File: src/rtl/tvline_tag.sv
// Transmit-side line tagger: frames active video from de/vsync timing and
// writes each accepted pixel to the TX FIFO as {y, x, pix}.
module tvline_tag #(
    parameter int unsigned MAX_PIX   = 1280,
    parameter int unsigned MAX_LINES = 720
) (
    input  logic        clk74m_i,
    input  logic        restart_ni,
    input  logic        vid_de_i,
    input  logic        vid_vsync_i,
    input  logic [23:0] vid_pix_i,
    input  logic        fifo_full_i,
    output logic        fifo_wr_en_o,
    output logic [45:0] fifo_din_o,
    output logic        locked_o,
    output logic        line_done_o,
    output logic        frame_done_o,
    output logic [10:0] y_cnt_o,
    output logic        ovf_o,
    output logic        len_err_o,
    output logic [15:0] drop_cnt_o
);

    localparam logic [10:0] MaxPixW   = 11'(MAX_PIX);
    localparam logic [10:0] MaxLinesW = 11'(MAX_LINES);

    typedef enum logic [1:0] {
        StUnlocked,
        StVblank,
        StActive,
        StHblank
    } state_e;

    // Input stage (S1) plus one-cycle history for edge detection.
    logic        de_q, vs_q, de_prev_q, vs_prev_q;
    logic [23:0] pix_q;

    state_e      state_q, state_d;
    logic [10:0] x_q, x_d;
    logic [10:0] y_q, y_d;
    logic        wr_q, wr_d;
    logic [45:0] din_q, din_d;
    logic        locked_q, locked_d;
    logic        line_done_q, line_done_d;
    logic        frame_done_q, frame_done_d;
    logic        ovf_q, ovf_d;
    logic        len_err_q, len_err_d;
    logic [15:0] drop_cnt_q, drop_cnt_d;

    logic de_rise, vs_rise, take_pix;

    assign de_rise = de_q & ~de_prev_q;
    assign vs_rise = vs_q & ~vs_prev_q;

    // Register the decoder outputs once and keep their previous values.
    always_ff @(posedge clk74m_i or negedge restart_ni) begin
        if (!restart_ni) begin
            de_q      <= 1'b0;
            vs_q      <= 1'b0;
            pix_q     <= '0;
            de_prev_q <= 1'b0;
            vs_prev_q <= 1'b0;
        end else begin
            de_q      <= vid_de_i;
            vs_q      <= vid_vsync_i;
            pix_q     <= vid_pix_i;
            de_prev_q <= de_q;
            vs_prev_q <= vs_q;
        end
    end

    // Framing FSM, pixel acceptance and status next-state.
    always_comb begin
        state_d      = state_q;
        x_d          = x_q;
        y_d          = y_q;
        wr_d         = 1'b0;
        din_d        = din_q;
        locked_d     = locked_q;
        line_done_d  = 1'b0;
        frame_done_d = 1'b0;
        ovf_d        = ovf_q;
        len_err_d    = len_err_q;
        drop_cnt_d   = drop_cnt_q;
        take_pix     = 1'b0;

        case (state_q)
            StUnlocked: begin
                if (vs_rise) begin
                    state_d  = StVblank;
                    locked_d = 1'b1;
                    x_d      = '0;
                    y_d      = '0;
                end
            end
            StVblank: begin
                if (de_rise) begin
                    state_d  = StActive;
                    take_pix = 1'b1;
                end
            end
            StActive: begin
                if (de_q) begin
                    take_pix = 1'b1;
                end else begin
                    state_d     = StHblank;
                    line_done_d = 1'b1;
                    y_d         = y_q + 11'd1;
                    x_d         = '0;
                end
            end
            StHblank: begin
                if (de_rise) begin
                    // Lines past the frame limit are swallowed whole; y holds.
                    if (y_q >= MaxLinesW) begin
                        len_err_d = 1'b1;
                    end else begin
                        state_d  = StActive;
                        take_pix = 1'b1;
                    end
                end
            end
            default: state_d = StUnlocked;
        endcase

        // A vsync edge overrides everything else once locked, including a
        // coincident de fall, so the partial line is aborted without line_done.
        if (state_q != StUnlocked && vs_rise) begin
            state_d      = StVblank;
            x_d          = '0;
            y_d          = '0;
            take_pix     = 1'b0;
            line_done_d  = 1'b0;
            frame_done_d = (y_q != 11'd0);
            if (state_q == StActive) begin
                len_err_d = 1'b1;
            end
        end

        if (take_pix) begin
            if (x_q >= MaxPixW) begin
                len_err_d = 1'b1;
            end else begin
                // x advances even on a dropped pixel so later columns stay right.
                x_d = x_q + 11'd1;
                if (fifo_full_i) begin
                    ovf_d = 1'b1;
                    if (drop_cnt_q != 16'hFFFF) begin
                        drop_cnt_d = drop_cnt_q + 16'd1;
                    end
                end else begin
                    wr_d  = 1'b1;
                    din_d = {y_q, x_q, pix_q};
                end
            end
        end
    end

    // State and output registers.
    always_ff @(posedge clk74m_i or negedge restart_ni) begin
        if (!restart_ni) begin
            state_q      <= StUnlocked;
            x_q          <= '0;
            y_q          <= '0;
            wr_q         <= 1'b0;
            din_q        <= '0;
            locked_q     <= 1'b0;
            line_done_q  <= 1'b0;
            frame_done_q <= 1'b0;
            ovf_q        <= 1'b0;
            len_err_q    <= 1'b0;
            drop_cnt_q   <= '0;
        end else begin
            state_q      <= state_d;
            x_q          <= x_d;
            y_q          <= y_d;
            wr_q         <= wr_d;
            din_q        <= din_d;
            locked_q     <= locked_d;
            line_done_q  <= line_done_d;
            frame_done_q <= frame_done_d;
            ovf_q        <= ovf_d;
            len_err_q    <= len_err_d;
            drop_cnt_q   <= drop_cnt_d;
        end
    end

    assign fifo_wr_en_o = wr_q;
    assign fifo_din_o   = din_q;
    assign locked_o     = locked_q;
    assign line_done_o  = line_done_q;
    assign frame_done_o = frame_done_q;
    assign y_cnt_o      = y_q;
    assign ovf_o        = ovf_q;
    assign len_err_o    = len_err_q;
    assign drop_cnt_o   = drop_cnt_q;

endmodule

File: config.mk
export PLATFORM = sky130hd
export DESIGN_NAME = tvline_tag
export DESIGN_NICKNAME = d
export VERILOG_FILES = /design/src/rtl/tvline_tag.sv
export SDC_FILE = /design/constraint.sdc
export NUM_CORES = 1
export LEC_CHECK = 0
export CAP_MARGIN = 20
export CELL_PAD_IN_SITES_DETAIL_PLACEMENT = 1
export CELL_PAD_IN_SITES_GLOBAL_PLACEMENT = 2
export CORE_MARGIN = 2
export CORE_UTILIZATION = 36
export CTS_CLUSTER_DIAMETER = 80
export DETAILED_ROUTE_END_ITERATION = 6
export GPL_TIMING_DRIVEN = 1
export HOLD_SLACK_MARGIN = 0.03
export PLACE_DENSITY_LB_ADDON = 0.1
export SLEW_MARGIN = 10
export SYNTH_ARGS = -nofsm -noshare
export SYNTH_HDL_FRONTEND = slang
export SYNTH_SLANG_ARGS = --single-unit
File: constraint.sdc
create_clock -name clk74m_i -period 3.2 [get_ports clk74m_i]
set_clock_uncertainty 0.1 [all_clocks]
set_input_delay 0.64 -clock clk74m_i [delete_from_list [all_inputs] [get_ports clk74m_i]]
set_output_delay 0.64 -clock clk74m_i [all_outputs]
set_load 0.05 [all_outputs]
-- Word level (Yosys, flattened, before mapping)
Cells that the tools add are included.
- bits in registers: 120
- logic and storage cells: 84
- input port bits: 29
- output and inout port bits: 79
- bitwise logic cells: 6
- equal/unequal tests: 9
- magnitude comparators: 2
- multiplexer cells: 37
- reductions and logical operators: 11
- add/sub/neg operators: 3
- operators with widths (operator ; number):
    $mux W11 ; 8
    $pmux W11 S2 ; 2
    $add A11 B1 Y11 const B ; 2
    $mux W1 ; 19
    $add A16 B1 Y16 const B ; 1
    $ne A16 B16 Y1 const B ; 1
    $ne A3 B3 Y1 const B ; 5
    $mux W2 ; 6
    $ge A11 B10 Y1 const B ; 1
    $ge A11 B11 Y1 const B ; 1
    $reduce_bool A11 Y1 ; 1
    $reduce_and A3 Y1 ; 3
    $pmux W2 S4 ; 1
    $reduce_and A5 Y1 ; 1
    $eq A2 B2 Y1 const B ; 2
    $not A1 Y1 ; 4
    $reduce_and A4 Y1 ; 1
    $pmux W1 S3 ; 1
    $reduce_bool A3 Y1 ; 1
    $and A1 B1 Y1 ; 2
    $eq A2 B1 Y1 const B ; 1
    $logic_not A2 Y1 ; 1
    $reduce_and A2 Y1 ; 1
    $reduce_bool A2 Y1 ; 1
    $logic_and A1 B1 Y1 ; 1

-- Logic depth before layout (Yosys ltp)
Gate-level depths: netlist of run 1.
- depth in word-level cells: 8
- mapped depth: 8
- gate-level depth less buffers: 6

-- Worst setup path after synthesis of run 1
Ideal clock, no wire load.
- path type: register to register
- from: reg drop_cnt_q[2], in the netlist drop_cnt_o[2]
- to: reg drop_cnt_q[14], in the netlist drop_cnt_o[14]
- data required time: 2.972 ns
- cell stages (with the launch flop): 7
- arrival time: 2.022 ns
- period minus slack after synthesis: 2.250 ns
- buffers on the path: 1
- slack: 0.950 ns
- library setup time: 0.128 ns
- cell sequence: dfrtp_1 > and4_1 > and4_1 > buf_2 > nand3_1 > or3_1 > mux2_1
- word-level cells in the longest chain between the ends: 2
- elaborated cells on any way between the ends: 3
- those cells by class: 1 x add/sub; 1 x eq/ne; 1 x reduce/logical
- ends and longest elaborated chain (item ; RTL line ; source):
    start, declared ; 48 ; logic [15:0] drop_cnt_q, drop_cnt_d;
    start signal, assigned ; 184 ; drop_cnt_q <= drop_cnt_d;
    parallel branches: the longest is 2 deep, another holds $add A16 B1 Y16 ; - ;
Several ways; the timed one is not identified.
A chain may end at the register's enable or synchronous reset.

-- Worst setup path in the final report of run 1
- from: reg y_q[6], in the netlist y_cnt_o[6]
- to: out y_cnt_o[6]
- RTL lines (item ; RTL line ; source):
    start, declared ; 40 ; logic [10:0] y_q, y_d;
    start signal, assigned ; 176 ; y_q <= y_d;
    end, declared ; 18 ; output logic [10:0] y_cnt_o,
No word-level cell between the ends.

==> out/results.tsv, run 1 <==
metric	value	unit
status	finished, final reports clean	
finalCoreUtilization	0.516	
clkSlewWorstSetupHoldPaths	0.06	ns
share_of_synthesized_cell_area_in_full_adder_half_adder_and_majority_cells	0.0132	
grt_pass1_vias	3595	
final_common_cell	sky130_fd_sc_hd__dfrtp_1	
async_reset_ff_frac	1.00	
cp.required	2.46	ns
comb_power_share	0.313	
detailed_place.area	6030	sq um
wire_length_per_cell	16.7	um
critical_path.cell_chain	clkdlybuf4s50_1	
io-pin-count	108	
share_of_the_synthesized_area_in_the_top_cell_type	0.632	
clockPowerShare	0.327	
worst_ep_arrival_time	1.80	ns
ys_seq_elements	120	
cts_inserted_buffers	17	
vias	3260	
leading_cell_types_in_the_layout_fill_and_taps_excluded	sky130_fd_sc_hd__dfrtp_1 (120), sky130_fd_sc_hd__clkdlybuf4s50_1 (106), sky130_fd_sc_hd__mux2_2 (34)	
synth-seq-area-share	0.632	
buffer_type_at_the_clock_tree_root	sky130_fd_sc_hd__clkbuf_16	
globalplace.congestion	0.806	
die_h	119	um
yosysWarningCount	0	
power.internal	3.44	mW
yosys.area_share.simple	0.120	
combined_buffer_and_inverter_count_along_the_critical_path	1	
antenna_found_initial	0	
critPathSlowestCell	sky130_fd_sc_hd__clkdlybuf4s50_1	
final-max-slew-violation-count	0	
layoutNonFillerInstCount	669	
post_synth_xor_area_fraction	0.0387	
cts_hold_repair.buffers	0	
critical_path_peak_fanout	9	
unrepaired_setup_endpoints_after_global_routing	false	
preCtsSetupSlack	0.659	ns
switching_share	0.366	
cellPowerDensity	823	nW/um^2
timing.critical_path.max_delay_family	buffers and inverters	
drive_above_1_share	0.163	
endpoint_kind	primary output	
power.share.sequential	0.360	
number_of_different_library_cells_in_the_post_synthesis_netlist	45	
drt.antenna.violating_nets	0	
dr.pass1.iters	4	
finalHoldWorstSlack	0.159	ns
layout.cell_area.non_filler	6590	sq um
power	5.42	mW
initial_utilization	0.372	
reg2reg_setup_slack	0.67	ns
areaGrowthSynthToFinish	38.5	%
worst-setup-path-type	flop to primary output	
totalNegativeSetupSlack	0	ns
netlist.top_cell.by_area	sky130_fd_sc_hd__dfrtp_1	
ctsResizeCount	0	
synth_enable_flop_cells	0	
power.switching	1.98	mW
max_stage_delay	0.87	ns
fmax	0.394	GHz
worst_ir_drop_vdd	0.628	mV
synth_fp_nets	396	
postSynthAreaPerCell	13.1	sq um
track_usage	0.171	
die_w	119	um
worstSetupStartpointType	flop	
worstHoldPathType	input port to asynchronous set/reset pin	
source_to_sink_clock_delay_at_the_later_pin_of_the_worst_skew_pair	0.41	ns
syn_area	4750	sq um
detail_route.iter0.violations	104	
post_synth_mux_area_share	0.124	
report.final.hold_viol_count	0	
multi_input_comb_area	1640	sq um
synth-compound-area-share	0.0479	
regArea	3000	sq um
n_antenna_cell	0	
finalWirelength	11200	um
postLayoutSetupSlackWorst	0.663	ns
power.leakage	2.86	nW
finalNetCount	518	
worst_slew_pin_slew	0.675	ns
maximum_number_of_pins_on_one_net_before_global_route_repair	54	
drc_errors	0	
drt-vias-per-instance	4.87	
ys_dominant_reg_cell	sky130_fd_sc_hd__dfrtp_1	
design.die.area	14100	sq um
maximum_clock_insertion_buffer_count	2	
setup_viol	0	
main_combinational_cell_family_by_area_after_synthesis	multiplexers	
max_slew_margin	0.550	
postCtsSetupBuffers	0	
place.detailed.instances	637	
global_route_wire_length_before_repair	18700	um
layout_min_cycle_time	2.54	ns
layout_worst_path_cycle_share	0.793	
global_route.overflow_total	0	
num_rows	41	
core_area	12800	sq um
synth_top_cells_by_area	sky130_fd_sc_hd__dfrtp_1 (63%), sky130_fd_sc_hd__mux2_2 (8.1%), sky130_fd_sc_hd__mux2_1 (3.3%)	
cap_viol_max_count	0	
tritoncts	done	
clock-sinks	120	
place.port_buffers	107	
cts_max_level	4	
fill_cells	1289	
hpwlAfterDp	7730	um
post_syn_instances	362	
## routing by layer
metal	wire length, um	global-route usage
met5	0	0
met4	114	0.0543
met3	675	0.0704
met2	5550	0.278
met1	4830	0.208
## final cells by class
| class | instances | area share |
|---|---|---|
| multi-input cells | 224 | 0.250 |
| flip-flops and latches | 120 | 0.456 |
| inverters | 5 | 0.00285 |
| clock buffers | 17 | 0.0646 |
| well taps | 172 | 0.0327 |
| clock inverters | 15 | 0.0198 |
| repair buffers | 116 | 0.174 |
## state kept, by name (all words and copies together), names as in the netlist
name          count
drop_cnt_o       16
x_q              11
fifo_din_o       46
vs_q              1
y_cnt_o          11
ovf_o             1
locked_o          1
de_prev_q         1
de_q              1
vs_prev_q         1
pix_q            24
frame_done_o      1
state_q           2
line_done_o       1
len_err_o         1
fifo_wr_en_o      1
## power groups by stage
stage / Clock [mW] / Sequential, mW / Combinational, mW
2_1_floorplan: 0 / 2.68 / 0.359
3_3_place_gp: 0 / 1.97 / 1.69
3_5_place_dp: 0 / 1.98 / 1.71
4_1_cts: 1.82 / 1.96 / 1.72
5_1_grt: 1.89 / 1.99 / 1.78
6_report: 1.77 / 1.95 / 1.70
## logic make-up after synthesis
group                      count (synthesis)
DFF                                      120
and+or+nand+nor                          109
muxes                                     53
AOI/OAI and AO/OA                         36
xor gates and xnor gates                  21
buffers and inverters                     18
adders and majority gates                  5
## synthesized netlist by cell type (all sizes together) (2+ instances only)
| master | n |
|---|---|
| nand2 | 26 |
| inv | 5 |
| o31ai | 2 |
| nor3 | 5 |
| ha | 5 |
| nor2 | 21 |
| mux2 | 48 |
| and3 | 5 |
| buf | 10 |
| o21ai | 7 |
| a21oi | 14 |
| nor4b | 2 |
| nand3 | 18 |
| mux2i | 5 |
| nor4 | 2 |
| and4 | 5 |
| nand2b | 2 |
| nand4 | 7 |
| nor3b | 2 |
| nor2b | 5 |
| xor2 | 7 |
| nand4b | 2 |
| clkbuf | 3 |
| dfrtp | 120 |
| a21o | 4 |
| or3 | 3 |
| xnor2 | 14 |
## final timing paths
kind / from / endpoint / depth (start not counted)
min: restart_ni / frame_done_o / 1
max in group asynchronous: restart_ni / fifo_din_o[24] / 2
min reg2reg: vs_q / vs_prev_q / 0
max reg2reg: vs_q / fifo_din_o[2] / 7
max: y_cnt_o[6] / y_cnt_o[6] / 1
min in group clk74m_i: vs_q / vs_prev_q / 0
Power figures use the tool's default switching activity.
==> inputs of run 2 (changes only) <==
Settings changed: CORE_UTILIZATION 36 to 30.
Clock period 3.2 ns to 2.3 ns, I/O delays scaled along.
==> out/results.tsv, run 2 (synthesized netlist as in run 1, its figures left out) <==
metric	value	unit
wire_length_per_cell	16.0	um
critical_path.cell_chain	clkdlybuf4s50_1	
worst-setup-path-type	flop to primary output	
critPathSlowestCell	sky130_fd_sc_hd__clkdlybuf4s50_1	
critical_path_peak_fanout	4	
rr_endpoint	x_q[7]	
dr.pass1.iters	4	
global_route.overflow_total	0	
worstSetupStartpointType	flop	
worstHoldPathType	flop to flop	
n_antenna_cell	0	
finalHoldWorstSlack	0.295	ns
postCtsSetupBuffers	0	
detailed_place.area	6290	sq um
drt-vias-per-instance	4.58	
antenna_found_initial	0	
die_w	130	um
drt.antenna.violating_nets	0	
source_to_sink_clock_delay_at_the_later_pin_of_the_worst_skew_pair	0.41	ns
hold_path.startpoint	vs_q	
worst_slew_pin_slew	0.571	ns
finalNetCount	542	
cellPowerDensity	1170	nW/um^2
detail_route.iter0.violations	120	
min_to	vs_prev_q	
max_stage_delay	0.88	ns
max_slew_margin	0.619	
areaGrowthSynthToFinish	46.5	%
buffer_type_at_the_clock_tree_root	sky130_fd_sc_hd__clkbuf_16	
maximum_clock_insertion_buffer_count	2	
io-pin-count	108	
cap_viol_max_count	0	
clkSlewWorstSetupHoldPaths	0.05	ns
totalNegativeSetupSlack	0	ns
hpwlAfterDp	8260	um
place.port_buffers	107	
global_route_wire_length_before_repair	19400	um
timing.critical_path.max_delay_family	buffers and inverters	
layout.cell_area.non_filler	6970	sq um
layoutNonFillerInstCount	736	
largest_register_ffs	46	
maximum_number_of_pins_on_one_net_before_global_route_repair	41	
report.final.hold_viol_count	0	
globalplace.congestion	0.734	
initial_utilization	0.304	
preCtsSetupSlack	0.139	ns
layout_min_cycle_time	2.25	ns
timing.hold.worst_path_depth	0	
leading_cell_types_in_the_layout_fill_and_taps_excluded	sky130_fd_sc_hd__dfrtp_1 (120), sky130_fd_sc_hd__clkdlybuf4s50_1 (94), sky130_fd_sc_hd__mux2_2 (34)	
combined_buffer_and_inverter_count_along_the_critical_path	1	
final-max-slew-violation-count	0	
finalCoreUtilization	0.445	
grt_pass1_vias	3673	
place.detailed.instances	704	
reg2reg_setup_slack	0.14	ns
track_usage	0.153	
postLayoutSetupSlackWorst	0.0471	ns
layout_worst_path_cycle_share	0.980	
vias	3371	
design.die.area	16900	sq um
setup_viol	0	
num_rows	46	
power	8.15	mW
cts_inserted_buffers	17	
endpoint_kind	primary output	
die_h	130	um
status	finished, final reports clean	
drc_errors	0	
worst_ir_drop_vdd	0.604	mV
unrepaired_setup_endpoints_after_global_routing	false	
final_common_cell	sky130_fd_sc_hd__dfrtp_1	
clock-sinks	120	
fmax	0.444	GHz
ff2ff_path_depth	6	
cp.required	1.74	ns
drive_above_1_share	0.194	
finalWirelength	11800	um
core_area	15700	sq um
tritoncts	done	
power.leakage	3.16	nW
worst_r2r_startpoint	state_q[1]	
cts_max_level	4	
worst_ep_arrival_time	1.69	ns
==> run 2: changes by cell type in the layout (fill, tap and decap cells not counted), moves of 3 or more <==
cell and delta:
sky130_fd_sc_hd__clkdlybuf4s50_1 -12, sky130_fd_sc_hd__clkinvlp_4 -5, sky130_fd_sc_hd__dlygate4sd2_1 +7, sky130_fd_sc_hd__bufinv_16 +5, sky130_fd_sc_hd__buf_4 +20, sky130_fd_sc_hd__dlymetal6s2s_1 +5, sky130_fd_sc_hd__buf_12 +3
==> run 2: worst max-delay path by stage <==
stage	startpoint	endpoint	slack, ns	cells past startpoint
5_1_grt	drop_cnt_o[7]	drop_cnt_o[7]	0.0006	1
6_report	drop_cnt_o[1]	drop_cnt_o[1]	0.05	1
2_1_floorplan	drop_cnt_o[2]	drop_cnt_o[14]	0.05	6
3_3_place_gp	x_q[8]	fifo_din_o[45]	0.18	6
3_5_place_dp	state_q[1]	fifo_din_o[14]	0.14	6
4_1_cts	drop_cnt_o[0]	drop_cnt_o[0]	0.007	1
==> run 2: metal layers <==
layer | global-route usage | part of all wire | vias up
li1 | - | - | 1564
met2 | 0.235 | 0.47 | 80
met4 | 0.0607 | 0.014 | 0
met5 | 0 | 0 | -
met1 | 0.201 | 0.46 | 1712
met3 | 0.0508 | 0.051 | 15
==> run 2: cell type report <==
| class | count | area [sq um] |
|---|---|---|
| tap | 216 | 270 |
| multi-input combinational | 224 | 1640 |
| fill | 1665 | 8690 |
| clock buffer | 19 | 433 |
| clock inverter | 12 | 224 |
| timing repair buffer | 140 | 1370 |
| inverter | 5 | 18.8 |
| sequential | 120 | 3000 |
==> run 2: repair_timing <==
item / 4_1_cts / 5_1_grt
resized for setup: 7 / 5
endpoints found under the setup margin: 7 / 5
hold endpoints to repair: 36 / 0
hold buffers: 1 / 0
==> run 2: where the power goes <==
part           internal [mW]  switching (mW)  total, mW
combinational          0.890            1.55       2.44
sequential              2.46           0.266       2.73
clock                   2.03           0.957       2.98
==> inputs of run 3 (changes only) <==
Settings changed: SETUP_SLACK_MARGIN from default to 0.1.
Clock period 2.3 ns to 2 ns, I/O delays scaled along.
==> out/results.tsv, run 3 (synthesized netlist as in run 1, its figures left out) <==
metric	value	unit
status	finished, violations left	
failed_checks	negative setup slack	
worst-setup-path-type	flop to flop	
io-pin-count	108	
antenna_found_initial	0	
grt_pass1_vias	3591	
clkSlewWorstSetupHoldPaths	0.06	ns
drc_errors	0	
fill_cells	1644	
final-max-slew-violation-count	0	
dr.pass1.iters	4	
power	9.34	mW
track_usage	0.151	
worst_r2r_startpoint	x_q[8]	
layoutNonFillerInstCount	765	
critPathSlowestCell	sky130_fd_sc_hd__dfrtp_1	
buffer_type_at_the_clock_tree_root	sky130_fd_sc_hd__clkbuf_16	
vias	3476	
global_route.overflow_total	0	
drt.antenna.violating_nets	0	
worst_ep_arrival_time	2.32	ns
clock-sinks	120	
endpoint	fifo_din_o[19]	
die_w	130	um
endpoint_kind	flop	
fmax	0.471	GHz
design.die.area	16900	sq um
unrepaired_setup_endpoints_after_global_routing	true	
leading_cell_types_in_the_layout_fill_and_taps_excluded	sky130_fd_sc_hd__buf_4 (110), sky130_fd_sc_hd__dfrtp_1 (102), sky130_fd_sc_hd__mux2_4 (48)	
worst_ir_drop_vdd	0.755	mV
cts_max_level	4	
wire_length_per_cell	16.7	um
place.port_buffers	107	
drt-vias-per-instance	4.54	
cp.depth	7	
drive_above_1_share	0.466	
worst_slew_pin_slew	0.516	ns
n_antenna_cell	0	
reg2reg_setup_slack	-0.12	ns
preCtsSetupSlack	-0.205	ns
global_route_wire_length_before_repair	19400	um
critical_path.cell_chain	o21a_1 -> or3_4 -> a21o_4 -> nor2_4 -> buf_8 -> clkbuf_16 -> mux2_4	
initial_utilization	0.304	
hpwlAfterDp	8100	um
final_common_cell	sky130_fd_sc_hd__buf_4	
areaGrowthSynthToFinish	56.9	%
finalNetCount	570	
combined_buffer_and_inverter_count_along_the_critical_path	2	
largest_register_ffs	46	
rr_endpoint	fifo_din_o[19]	
finalWirelength	12800	um
cts_inserted_buffers	17	
maximum_clock_insertion_buffer_count	2	
ff2ff_path_depth	7	
cp-startpoint	x_q[8]	
max_slew_margin	0.653	
die_h	130	um
worstSetupStartpointType	flop	
num_rows	46	
power.leakage	3.47	nW
maximum_number_of_pins_on_one_net_before_global_route_repair	73	
tritoncts	done	
worstHoldPathType	input port to asynchronous set/reset pin	
timing.critical_path.max_delay_family	simple AND/OR/NAND/NOR gates	
layout_worst_path_cycle_share	1.06	
critical_path_peak_fanout	7	
cp.required	2.19	ns
postLayoutSetupSlackWorst	-0.123	ns
report.final.hold_viol_count	0	
core_area	15700	sq um
totalNegativeSetupSlack	-4.67	ns
cap_viol_max_count	0	
setup_viol	47	
globalplace.congestion	0.764	
detail_route.iter0.violations	112	
place.detailed.instances	717	
source_to_sink_clock_delay_at_the_later_pin_of_the_worst_skew_pair	0.41	ns
layout_min_cycle_time	2.12	ns
cellPowerDensity	1250	nW/um^2
max_stage_delay	0.39	ns
-- run 3: cell count changes in the layout (fill, tap and decap cells not counted), sizes merged --
cell	change
dlygate4sd2	+7
clkbuf	+2
buf	+90
clkinv	+3
clkdlybuf4s50	-67
bufinv	-3
clkinvlp	+1
dlymetal6s2s	-5
inv	+1
-- run 3: worst reg2reg max path, stage by stage, from the launching register on --
cell                        delay (ns)
sky130_fd_sc_hd__dfrtp_1          0.39
sky130_fd_sc_hd__o21a_1           0.20
sky130_fd_sc_hd__or3_4            0.34
sky130_fd_sc_hd__a21o_4           0.21
sky130_fd_sc_hd__nor2_4           0.14
sky130_fd_sc_hd__buf_8            0.16
sky130_fd_sc_hd__clkbuf_16        0.18
sky130_fd_sc_hd__mux2_4           0.30
-- run 3: worst min-delay path by stage --
stage / to / startpoint / slack (ns) / cells past startpoint
6_report: fifo_wr_en_o / restart_ni / 0.32 / 2
5_1_grt: pix_q[11] / vid_pix_i[11] / 0.30 / 1
2_1_floorplan: de_prev_q / restart_ni / 0.004 / 0
3_3_place_gp: fifo_din_o[38] / restart_ni / 0.20 / 1
3_5_place_dp: fifo_wr_en_o / restart_ni / 0.21 / 1
4_1_cts: pix_q[11] / vid_pix_i[11] / 0.30 / 1
-- run 3: where the power goes --
group	switching [mW]	total (mW)	leakage, nW	internal, mW
Combinational	1.90	3.09	1.66	1.19
Clock	1.14	3.14	0.297	2.00
Sequential	0.273	3.11	1.51	2.83
-- run 3: what timing repair did --
action                                  4_1_cts  5_1_grt
setup buffers                                 3        6
hold endpoints to repair                     18        0
cloned                                        2        4
gates resized for setup                      32       44
endpoints found under the setup margin       78       75
hold buffers                                  1        0
pin swaps                                     3       12
-- run 3: cell type report --
cell class / count / area, sq um / share of cell area
multi-input cells: 224 / 2010 / 0.269
flip-flops and latches: 120 / 3030 / 0.406
clock buffers: 18 / 439 / 0.0589
inverters: 5 / 18.8 / 0.00252
clock inverters: 14 / 173 / 0.0232
repair buffers: 168 / 1520 / 0.204
well taps: 216 / 270 / 0.0362
-- run 3: metal layers --
| layer | global-route usage | routed length, um | share of wire |
|---|---|---|---|
| met3 | 0.0447 | 613 | 0.048 |
| met2 | 0.229 | 5890 | 0.46 |
| met1 | 0.203 | 6080 | 0.48 |
| met5 | 0 | 0 | 0 |
| met4 | 0.0607 | 171 | 0.013 |
-- run 3: through the flow --
step	util	hold WS (ns)	instance area, sq um
2_1_floorplan	-	0.00441	4940
3_3_place_gp	0.408	0.203	6390
3_5_place_dp	0.408	0.208	6390
4_1_cts	0.456	0.303	7150
5_1_grt	0.476	0.302	7460
6_report	0.476	0.322	7460
